`config.mk`:
```
export PLATFORM = sky130hd
export DESIGN_NAME = mgt_01_i_writeback_arbiter_flat
export DESIGN_NICKNAME = d
export VERILOG_FILES = /design/src/rtl/mgt_01_i_writeback_arbiter_pkg.sv /design/src/rtl/mgt_01_i_writeback_arbiter_if.sv /design/src/rtl/mgt_01_rr_arbiter_3.sv /design/src/rtl/mgt_01_i_writeback_arbiter.sv /design/src/flat_wrapper.sv
export SDC_FILE = /design/constraint.sdc
export NUM_CORES = 1
export LEC_CHECK = 0
export CAP_MARGIN = 5
export CORE_ASPECT_RATIO = 1.4
export CORE_MARGIN = 2
export CORE_UTILIZATION = 35
export CTS_CLUSTER_DIAMETER = 40
export DETAILED_ROUTE_END_ITERATION = 16
export GPL_ROUTABILITY_DRIVEN = 1
export GPL_TIMING_DRIVEN = 0
export SLEW_MARGIN = 40
export SYNTH_ARGS = -nofsm -noshare
export SYNTH_HDL_FRONTEND = slang
export SYNTH_SLANG_ARGS = --single-unit
```
`constraint.sdc`:
```
create_clock -name clk_i -period 5.5 [get_ports clk_i]
set_clock_uncertainty 0.15 [all_clocks]
set_input_delay 1.1 -clock clk_i [delete_from_list [all_inputs] [get_ports clk_i]]
set_output_delay 1.1 -clock clk_i [all_outputs]
set_load 0.1 [all_outputs]
```
`src/rtl/mgt_01_i_writeback_arbiter_pkg.sv`:
```
// Shared types for the MicroGT-01 integer writeback stage: register names, data bus,
// holding-entry record and the round-robin pointer helper.
package mgt_01_i_writeback_arbiter_pkg;

  localparam int unsigned XLEN  = 32;
  localparam int unsigned N_SRC = 3;

  localparam int unsigned WB_SRC_ALU = 0;
  localparam int unsigned WB_SRC_MUL = 1;
  localparam int unsigned WB_SRC_LSU = 2;

  typedef logic [XLEN-1:0] data_bus_t;

  typedef enum logic [4:0] {
    X0,  X1,  X2,  X3,  X4,  X5,  X6,  X7,
    X8,  X9,  X10, X11, X12, X13, X14, X15,
    X16, X17, X18, X19, X20, X21, X22, X23,
    X24, X25, X26, X27, X28, X29, X30, X31
  } i_register_e;

  typedef struct packed {
    logic        valid;
    i_register_e rd;
    data_bus_t   data;
  } wb_entry_t;

  // Pointer value after a grant: the source following the winner.
  function automatic logic [1:0] rr_next(input logic [N_SRC-1:0] gnt);
    logic [1:0] nxt;
    if (gnt[WB_SRC_ALU]) begin
      nxt = 2'd1;
    end else if (gnt[WB_SRC_MUL]) begin
      nxt = 2'd2;
    end else begin
      nxt = 2'd0;
    end
    return nxt;
  endfunction

endpackage

```
`src/rtl/mgt_01_i_writeback_arbiter_if.sv`:
```
// Result-source handshake and register-file write port of the integer writeback stage.
interface mgt_01_i_writeback_arbiter_if;
  import mgt_01_i_writeback_arbiter_pkg::*;

  logic [N_SRC-1:0] src_valid_i;
  i_register_e      src_rd_i   [N_SRC];
  data_bus_t        src_data_i [N_SRC];
  logic [N_SRC-1:0] src_ready_o;
  logic             we_o;
  i_register_e      w_iaddr_o;
  data_bus_t        wr_idata_o;
  logic [31:0]      busy_mask_o;

  modport master (
    output src_valid_i, src_rd_i, src_data_i,
    input  src_ready_o, we_o, w_iaddr_o, wr_idata_o, busy_mask_o
  );

  modport slave (
    input  src_valid_i, src_rd_i, src_data_i,
    output src_ready_o, we_o, w_iaddr_o, wr_idata_o, busy_mask_o
  );

endinterface

```
`src/rtl/mgt_01_rr_arbiter_3.sv`:
```
// Three-way round-robin grant: one-hot winner among requests, searching from ptr_i.
module mgt_01_rr_arbiter_3
  import mgt_01_i_writeback_arbiter_pkg::*;
(
  input  logic [N_SRC-1:0] req_i,
  input  logic [1:0]       ptr_i,
  output logic [N_SRC-1:0] gnt_o
);

  always_comb begin
    gnt_o = '0;
    case (ptr_i)
      2'd1: begin
        if      (req_i[1]) gnt_o = 3'b010;
        else if (req_i[2]) gnt_o = 3'b100;
        else if (req_i[0]) gnt_o = 3'b001;
      end
      2'd2: begin
        if      (req_i[2]) gnt_o = 3'b100;
        else if (req_i[0]) gnt_o = 3'b001;
        else if (req_i[1]) gnt_o = 3'b010;
      end
      // Pointer value 3 never occurs; treat it like 0.
      default: begin
        if      (req_i[0]) gnt_o = 3'b001;
        else if (req_i[1]) gnt_o = 3'b010;
        else if (req_i[2]) gnt_o = 3'b100;
      end
    endcase
  end

endmodule

```
`src/rtl/mgt_01_i_writeback_arbiter.sv`:
```
// Integer writeback stage: one holding entry per result source, round-robin onto the
// single register-file write port, plus the pending-write mask used for RAW stalls.
module mgt_01_i_writeback_arbiter
  import mgt_01_i_writeback_arbiter_pkg::*;
(
  input  logic                          clk_i,
  input  logic                          rst_n_i,
  input  logic                          stall_i,
  mgt_01_i_writeback_arbiter_if.slave   wb
);

  wb_entry_t        hold_q [N_SRC];
  logic [1:0]       rr_ptr_q;
  logic             we_q;
  i_register_e      w_iaddr_q;
  data_bus_t        wr_idata_q;

  logic [N_SRC-1:0] req;
  logic [N_SRC-1:0] arb_gnt;
  logic [N_SRC-1:0] gnt;
  logic [N_SRC-1:0] src_ready;
  logic [N_SRC-1:0] load;
  i_register_e      sel_rd;
  data_bus_t        sel_data;
  logic [31:0]      busy;

  always_comb begin
    req = '0;
    for (int s = 0; s < N_SRC; s++) begin
      req[s] = hold_q[s].valid;
    end
  end

  mgt_01_rr_arbiter_3 u_rr_arbiter (
    .req_i (req),
    .ptr_i (rr_ptr_q),
    .gnt_o (arb_gnt)
  );

  assign gnt = stall_i ? '0 : arb_gnt;

  // Ready depends only on state and grant so there is no valid-to-ready path.
  always_comb begin
    src_ready = '0;
    load      = '0;
    for (int s = 0; s < N_SRC; s++) begin
      src_ready[s] = !stall_i && (!hold_q[s].valid || gnt[s]);
      load[s]      = wb.src_valid_i[s] && src_ready[s] && (wb.src_rd_i[s] != X0);
    end
  end

  always_comb begin
    sel_rd   = X0;
    sel_data = '0;
    for (int s = 0; s < N_SRC; s++) begin
      if (gnt[s]) begin
        sel_rd   = hold_q[s].rd;
        sel_data = hold_q[s].data;
      end
    end
  end

  always_comb begin
    busy = '0;
    for (int s = 0; s < N_SRC; s++) begin
      if (hold_q[s].valid) busy[hold_q[s].rd] = 1'b1;
    end
    if (we_q) busy[w_iaddr_q] = 1'b1;
    busy[0] = 1'b0;
  end

  always_ff @(posedge clk_i) begin
    if (!rst_n_i) begin
      for (int s = 0; s < N_SRC; s++) begin
        hold_q[s] <= '{valid: 1'b0, rd: X0, data: '0};
      end
      rr_ptr_q   <= 2'd0;
      we_q       <= 1'b0;
      w_iaddr_q  <= X0;
      wr_idata_q <= '0;
    end else begin
      for (int s = 0; s < N_SRC; s++) begin
        if (load[s]) begin
          hold_q[s] <= '{valid: 1'b1, rd: wb.src_rd_i[s], data: wb.src_data_i[s]};
        end else if (gnt[s]) begin
          hold_q[s].valid <= 1'b0;
        end
      end
      we_q <= |gnt;
      if (|gnt) begin
        w_iaddr_q  <= sel_rd;
        wr_idata_q <= sel_data;
        rr_ptr_q   <= rr_next(gnt);
      end
    end
  end

  assign wb.src_ready_o = src_ready;
  assign wb.we_o        = we_q;
  assign wb.w_iaddr_o   = w_iaddr_q;
  assign wb.wr_idata_o  = wr_idata_q;
  assign wb.busy_mask_o = busy;

  // Producers must never launch a result whose destination is still pending here.
  for (genvar s = 0; s < N_SRC; s++) begin : g_order_chk
    assert property (@(posedge clk_i) disable iff (!rst_n_i)
      (wb.src_valid_i[s] && src_ready[s] && (wb.src_rd_i[s] != X0)) |-> !busy[wb.src_rd_i[s]]);
  end

endmodule

```
`src/flat_wrapper.sv`:
```
// flat-port wrapper written by rule: the top's interface ports become plain ports
module mgt_01_i_writeback_arbiter_flat import mgt_01_i_writeback_arbiter_pkg::*;
  (clk_i, rst_n_i, stall_i, wb_src_valid_i, wb_src_rd_i, wb_src_data_i, wb_src_ready_o, wb_we_o, wb_w_iaddr_o, wb_wr_idata_o, wb_busy_mask_o);
  mgt_01_i_writeback_arbiter_if wb_i ();
  input  logic clk_i;
  input  logic rst_n_i;
  input  logic stall_i;
  input wire logic [$bits(wb_i.src_valid_i)-1:0] wb_src_valid_i;
  input wire logic [$bits(wb_i.src_rd_i)-1:0] wb_src_rd_i;
  input wire logic [$bits(wb_i.src_data_i)-1:0] wb_src_data_i;
  output wire logic [$bits(wb_i.src_ready_o)-1:0] wb_src_ready_o;
  output wire logic [$bits(wb_i.we_o)-1:0] wb_we_o;
  output wire logic [$bits(wb_i.w_iaddr_o)-1:0] wb_w_iaddr_o;
  output wire logic [$bits(wb_i.wr_idata_o)-1:0] wb_wr_idata_o;
  output wire logic [$bits(wb_i.busy_mask_o)-1:0] wb_busy_mask_o;
  assign wb_i.src_valid_i = wb_src_valid_i;
  assign wb_i.src_rd_i = {>>{wb_src_rd_i}};
  assign wb_i.src_data_i = {>>{wb_src_data_i}};
  assign wb_src_ready_o = wb_i.src_ready_o;
  assign wb_we_o = wb_i.we_o;
  assign wb_w_iaddr_o = wb_i.w_iaddr_o;
  assign wb_wr_idata_o = wb_i.wr_idata_o;
  assign wb_busy_mask_o = wb_i.busy_mask_o;
  mgt_01_i_writeback_arbiter u_core (.clk_i(clk_i), .rst_n_i(rst_n_i), .stall_i(stall_i), .wb(wb_i));
endmodule
```
==> results of run 1 <==
-- state kept, by name, indices dropped and copies added, names as in the netlist --
signal,cells
u_core.hold_q,114
u_core.wb.wr_idata_o,32
u_core.wb.w_iaddr_o,5
u_core.rr_ptr_q,2
u_core.wb.we_o,1
-- per-layer routing --
layer | routed length, um | share of wire [%] | vias to the layer above
met5 | 0 | 0 | -
met3 | 1566 | 5.7 | 78
met4 | 1152 | 4.2 | 0
li1 | - | - | 3459
met1 | 10460 | 38 | 3490
met2 | 14270 | 52 | 354
-- worst max-delay path: cells and delay by family --
family,cells,cell delay [ps]
AOI/OAI and AO/OA,1,250
buffers and inverters,3,1250
-- cell type report --
cell class / count / area [um^2] / share of cell area (%)
sequential: 154 / 4214 / 40.80
timing repair buffer: 193 / 1604 / 15.53
multi-input combinational: 572 / 3179 / 30.78
inverter: 11 / 41.29 / 0.3998
clock inverter: 14 / 125.1 / 1.211
tap: 297 / 371.6 / 3.598
buffer: 76 / 364.1 / 3.525
clock buffer: 18 / 429.2 / 4.155
-- report_power, final --
part | switching, mW | internal, mW
Clock | 0.536 | 0.598
Combinational | 0.566 | 0.226
Sequential | 0.0470 | 1.35
-- cell families (layout without fill, tap and decap cells) --
| kind of cell | count (synthesis) | after routing | share of synthesized area [%] |
|---|---|---|---|
| simple gates | 259 | 259 | 15.53 |
| flops | 154 | 154 | 54.31 |
| fa+ha+maj | 2 | 2 | 0.3224 |
| compound gates | 310 | 310 | 24.57 |
| other cells | 1 | 1 | 0.04833 |
| buf+inv | 87 | 312 | 5.224 |
-- worst max path at each step --
stage	start	endpoint	slack (ps)
CTS	stall_i	wb_src_ready_o[0]	1660
global route	stall_i	wb_src_ready_o[0]	1570
floorplan	stall_i	u_core.hold_q[1][37]	530
finish	stall_i	wb_src_ready_o[0]	1650
global placement	wb_src_rd_i[6]	u_core.hold_q[1][37]	-2130
detailed placement	wb_src_rd_i[6]	u_core.hold_q[2][31]	1350
-- cells in the final DEF (no fill, tap or decap), drive strengths merged, types with 12 or more instances in the layout --
| cell | netlist | routed |
|---|---|---|
| edfxtp | 113 | 113 |
| a221oi | 37 | 37 |
| inv | 11 | 22 |
| nand3b | 12 | 12 |
| nor2 | 24 | 24 |
| o221ai | 13 | 13 |
| a21oi | 123 | 123 |
| o21ai | 85 | 85 |
| clkdlybuf4s50 | 0 | 115 |
| dfxtp | 41 | 41 |
| clkbuf | 52 | 70 |
| buf | 24 | 102 |
| nand2 | 162 | 162 |
-- metrics by stage --
stage	TNS, ps	instance area [um^2]
3_3_place_gp	-72380	10000
5_1_grt	0	10330
3_5_place_dp	0	9774
4_1_cts	0	10330
2_1_floorplan	0	7760
6_report	0	10330
==> flow_metrics.env, run 1 <==
export IMPL_layout_min_cycle_time_ps=3847
export IMPL_timing_rr_end="u_core.hold_q[2][0]"
export IMPL_crit_fanout=10
export IMPL_crit_required_ps=4250
export IMPL_synthCells=813
export IMPL_ys_flop_type="edfxtp_1"
export IMPL_coreArea_um2=21780
export IMPL_start_kind="primary input"
export IMPL_initial_utilization_pct=35.63
export IMPL_end_kind="output port"
export IMPL_worstPathArrival_ps=2600
export IMPL_cts_root_buf="clkbuf_16"
export IMPL_yosys_warnings=0
export IMPL_hold_viol=0
export IMPL_r2r_slack_ps=2420
export IMPL_drtPass1Iterations=5
export IMPL_fp_dieH_um=180.2
export IMPL_hold_start="u_core.wb.wr_idata_o[7]"
export IMPL_grt_overflow=0
export IMPL_leakage_nw=3.829
export IMPL_routabilityCongestion=0.9353
export IMPL_fin_cells=1335
export IMPL_worst_ir_drop_vdd_uv=163.9
export IMPL_crit_chain="clkdlybuf4s50_1 > clkbuf_1 > a21oi_1 > buf_2"
export IMPL_io_buffers=187
export IMPL_drc=0
export IMPL_dp_hpwl_um=20280
export IMPL_drv_slew=0
export IMPL_period_share_pct=69.94
export IMPL_clk_pin_slew_worst_paths_ps=60
export IMPL_io_pins=190
export IMPL_busiest_layer="met2"
export IMPL_antenna_found_initial=0
export IMPL_insertion_delay_ps=430
export IMPL_worst_path_max_delay_cell="clkdlybuf4s50_1"
export IMPL_p_per_area_nw_per_um2=321.7
export IMPL_drive_gt1_share_pct=13.87
export IMPL_hold_buffers=0
export IMPL_rsz0062_at_grt="false"
export IMPL_use_met1_pct=27.21
export IMPL_yosysMostFrequentCell="nand2_1"
export IMPL_synth_nets=932
export IMPL_grt_pass1_wl_um=40980
export IMPL_maxCapViolCount=0
export IMPL_synthDistinctLibCells=52
export IMPL_syn_avg_cell_area_um2=9.545
export IMPL_post_route_util_pct=47.42
export IMPL_hold_class="flip-flop to flip-flop"
export IMPL_ys_seq_area_share_pct=54.31
export IMPL_worst_pin_slew_ps=780.9
export IMPL_r2r_start="u_core.rr_ptr_q[0]"
export IMPL_drt_wl_total_um=27450
export IMPL_reg2regPathDepth=9
export IMPL_grt_use_met3_pct=3.504
export IMPL_finalSetupViolCount=0
export IMPL_drtAntennaViolNets=0
export IMPL_ys_top_cells_by_count="nand2_1 (162), a21oi_1 (122), edfxtp_1 (113)"
export IMPL_cts_setup_buffers=0
export IMPL_fmax_mhz=260.0
export IMPL_drtIter0Drc=519
export IMPL_finalPower_mw=3.323
export IMPL_clockBufferDepth=2
export IMPL_cts_tree="built"
export IMPL_die_w_um=129.8
export IMPL_worstHoldPathCells=2
export IMPL_nFillCells=2177
export IMPL_global_route_usage_met2_pct=41.28
export IMPL_finalNetCount=1144
export IMPL_cts_resized=0
export IMPL_hold_end="u_core.wb.wr_idata_o[7]"
export IMPL_vias_per_cell=5.529
export IMPL_die_area_um2=23400
export IMPL_synthTopCellsByArea="edfxtp_1 (44%), dfxtp_1 (11%), a21oi_1 (7.9%)"
export IMPL_pre_cts_ws_ps=1348
export IMPL_holdWs_ps=309.3
export IMPL_rows=64
export IMPL_syn_area_um2=7760
export IMPL_synth_area_leader_cell="edfxtp_1"
export IMPL_cpPeakStageDelay_ps=490
export IMPL_wl_per_cell_um=20.56
export IMPL_fin_ws_ps=1653
export IMPL_antennaDiodeCount=0
export IMPL_ys_ff_latch=154
export IMPL_cts_sinks=154
export IMPL_grtUsageTotal_pct=23.40
export IMPL_netlist_area_leader_share_pct=43.73
export IMPL_area_delta_synth_final_pct=33.10
export IMPL_outcome="finished, final reports clean"
export IMPL_synth_edf_count=113
export IMPL_dpl_cell_count=1303
export IMPL_numCtsBuffers=17
export IMPL_first_global_vias=7284
export IMPL_synthArstFlopShare_pct=0
export IMPL_grt_max_degree=30
export IMPL_path_class="primary input to output port"
export IMPL_num_vias=7381
export IMPL_slew_headroom_pct=47.83
export IMPL_htree_num_levels=4
Power figures use the tool's default switching activity.
==> inputs of run 2 (changes only) <==
Clock period 5.5 ns to 3.8 ns, I/O delays scaled along.
==> run 2 against run 1 <==
Combinational power up 45%. Core utilization grew 0.20 points. Global-route usage about the same. Total power grew 47%. Largest cell class unchanged. Register-to-register slack worse by 1700 ps. Routed wire length rose by 1.2%. Hold slack worse by 3.4 ps. First-iteration DRC count decreased by 2.9%. Clock power increased by 50%. Worst setup slack got worse by 1300 ps. Critical path depth is 1 higher. Sequential cell count unchanged.
==> flow_metrics.env, run 2 (synthesis gave the netlist of run 1 again) <==
export IMPL_drtPass1Iterations=5
export IMPL_hold_viol=0
export IMPL_p_per_area_nw_per_um2=469.8
export IMPL_die_w_um=129.8
export IMPL_rsz0062_at_grt="false"
export IMPL_vias_per_cell=5.579
export IMPL_cts_setup_buffers=0
export IMPL_leakage_nw=3.830
export IMPL_finalNetCount=1143
export IMPL_coreArea_um2=21780
export IMPL_holdWs_ps=305.9
export IMPL_wl_per_cell_um=20.81
export IMPL_drt_wl_total_um=27790
export IMPL_fp_dieH_um=180.2
export IMPL_worstHoldPathCells=2
export IMPL_cts_resized=0
export IMPL_fin_cells=1335
export IMPL_numCtsBuffers=17
export IMPL_slew_headroom_pct=43.94
export IMPL_largest_reg_flops=114
export IMPL_cts_sinks=154
export IMPL_hold_buffers=0
export IMPL_setup_tns_ps=0
export IMPL_cts_root_buf="clkbuf_16"
export IMPL_crit_fanout=9
export IMPL_clk_pin_slew_worst_paths_ps=70
export IMPL_grt_pass1_wl_um=41150
export IMPL_start_kind="flip-flop"
export IMPL_drtIter0Drc=504
export IMPL_regMostFlops="u_core.hold_q"
export IMPL_layout_min_cycle_time_ps=3443
export IMPL_finalPower_mw=4.873
export IMPL_cts_tree="built"
export IMPL_post_route_util_pct=47.62
export IMPL_grt_overflow=0
export IMPL_routabilityCongestion=0.9303
export IMPL_end_kind="output port"
export IMPL_drive_gt1_share_pct=14.95
export IMPL_io_pins=190
export IMPL_area_delta_synth_final_pct=33.67
export IMPL_first_global_vias=7264
export IMPL_routed_top_layer="met4"
export IMPL_worstPathArrival_ps=2530
export IMPL_wl_met3_um=1436
export IMPL_dpl_cell_count=1302
export IMPL_final_common_cell="nand2_1"
export IMPL_insertion_delay_ps=430
export IMPL_wl_met2_um=14670
export IMPL_antenna_found_initial=1
export IMPL_hold_class="flip-flop to flip-flop"
export IMPL_reg2regPathDepth=9
export IMPL_period_share_pct=90.60
export IMPL_worst_pin_slew_ps=839.1
export IMPL_clockBufferDepth=2
export IMPL_grtUsageTotal_pct=23.40
export IMPL_initial_utilization_pct=35.63
export IMPL_drv_slew=0
export IMPL_maxCapViolCount=0
export IMPL_path_class="flip-flop to output port"
export IMPL_dp_hpwl_um=20460
export IMPL_num_vias=7448
export IMPL_io_buffers=187
export IMPL_htree_num_levels=4
export IMPL_drc=0
export IMPL_worst_ir_drop_vdd_uv=281.5
export IMPL_rows=64
export IMPL_crit_required_ps=2890
export IMPL_drtAntennaViolNets=0
export IMPL_m1WireLength_um=10550
export IMPL_outcome="finished, final reports clean"
export IMPL_layout_common_cells="nand2_1 (161), a21oi_1 (121), clkdlybuf4s50_1 (115), edfxtp_1 (113), o21ai_0 (81)"
export IMPL_fmax_mhz=290.5
export IMPL_grt_max_degree=38
export IMPL_die_area_um2=23400
export IMPL_finalSetupViolCount=0
==> run 2: power breakdown <==
part / internal (mW) / switching, mW / total (mW)
sequential: 1.96 / 0.0686 / 2.02
clock: 0.931 / 0.771 / 1.70
combinational: 0.323 / 0.824 / 1.15
total: 3.21 / 1.66 / 4.87
==> run 2: worst paths after layout <==
path	slack, ps	start	endpoint
worst max register to register	700	u_core.rr_ptr_q[0]	u_core.hold_q[2][0]
worst max-delay path	360	u_core.hold_q[0][36]	wb_busy_mask_o[19]
worst min-delay path	310	u_core.wb.wr_idata_o[6]	u_core.wb.wr_idata_o[6]
worst min register to register	310	u_core.wb.wr_idata_o[6]	u_core.wb.wr_idata_o[6]
==> run 2: critical path, stage by stage, from the launching register on <==
cell,delay [ps]
edfxtp_1,330
clkbuf_1,430
nor3b_1,480
o2bb2a_1,270
o221ai_1,100
buf_2,490
==> run 2: layout make-up <==
| type | instances | area [um^2] |
|---|---|---|
| Fill cell | 2135 | 11410 |
| Sequential cell | 154 | 4222 |
| Multi-Input combinational cell | 572 | 3214 |
| Timing Repair Buffer | 192 | 1577 |
| Clock buffer | 18 | 429.2 |
| Tap cell | 297 | 371.6 |
| Buffer | 76 | 364.1 |
| Clock inverter | 14 | 151.4 |
| Inverter | 11 | 41.29 |
| Antenna cell | 1 | 2.502 |
==> run 2: metal layers <==
| metal | up-vias | track usage (%) |
|---|---|---|
| li1 | 3461 | - |
| met1 | 3565 | 27.13 |
| met2 | 352 | 41.47 |
| met3 | 70 | 3.533 |
| met4 | 0 | 11.27 |
| met5 | - | 0 |
==> run 2: per-stage QoR <==
| step | instance area, um^2 | setup WS, ps |
|---|---|---|
| after floorplan | 7807 | -112.4 |
| after global placement | 10050 | -1444 |
| after detailed placement | 9789 | 4.258 |
| after CTS | 10370 | 416.0 |
| after global routing | 10370 | 255.5 |
| final | 10370 | 357.3 |
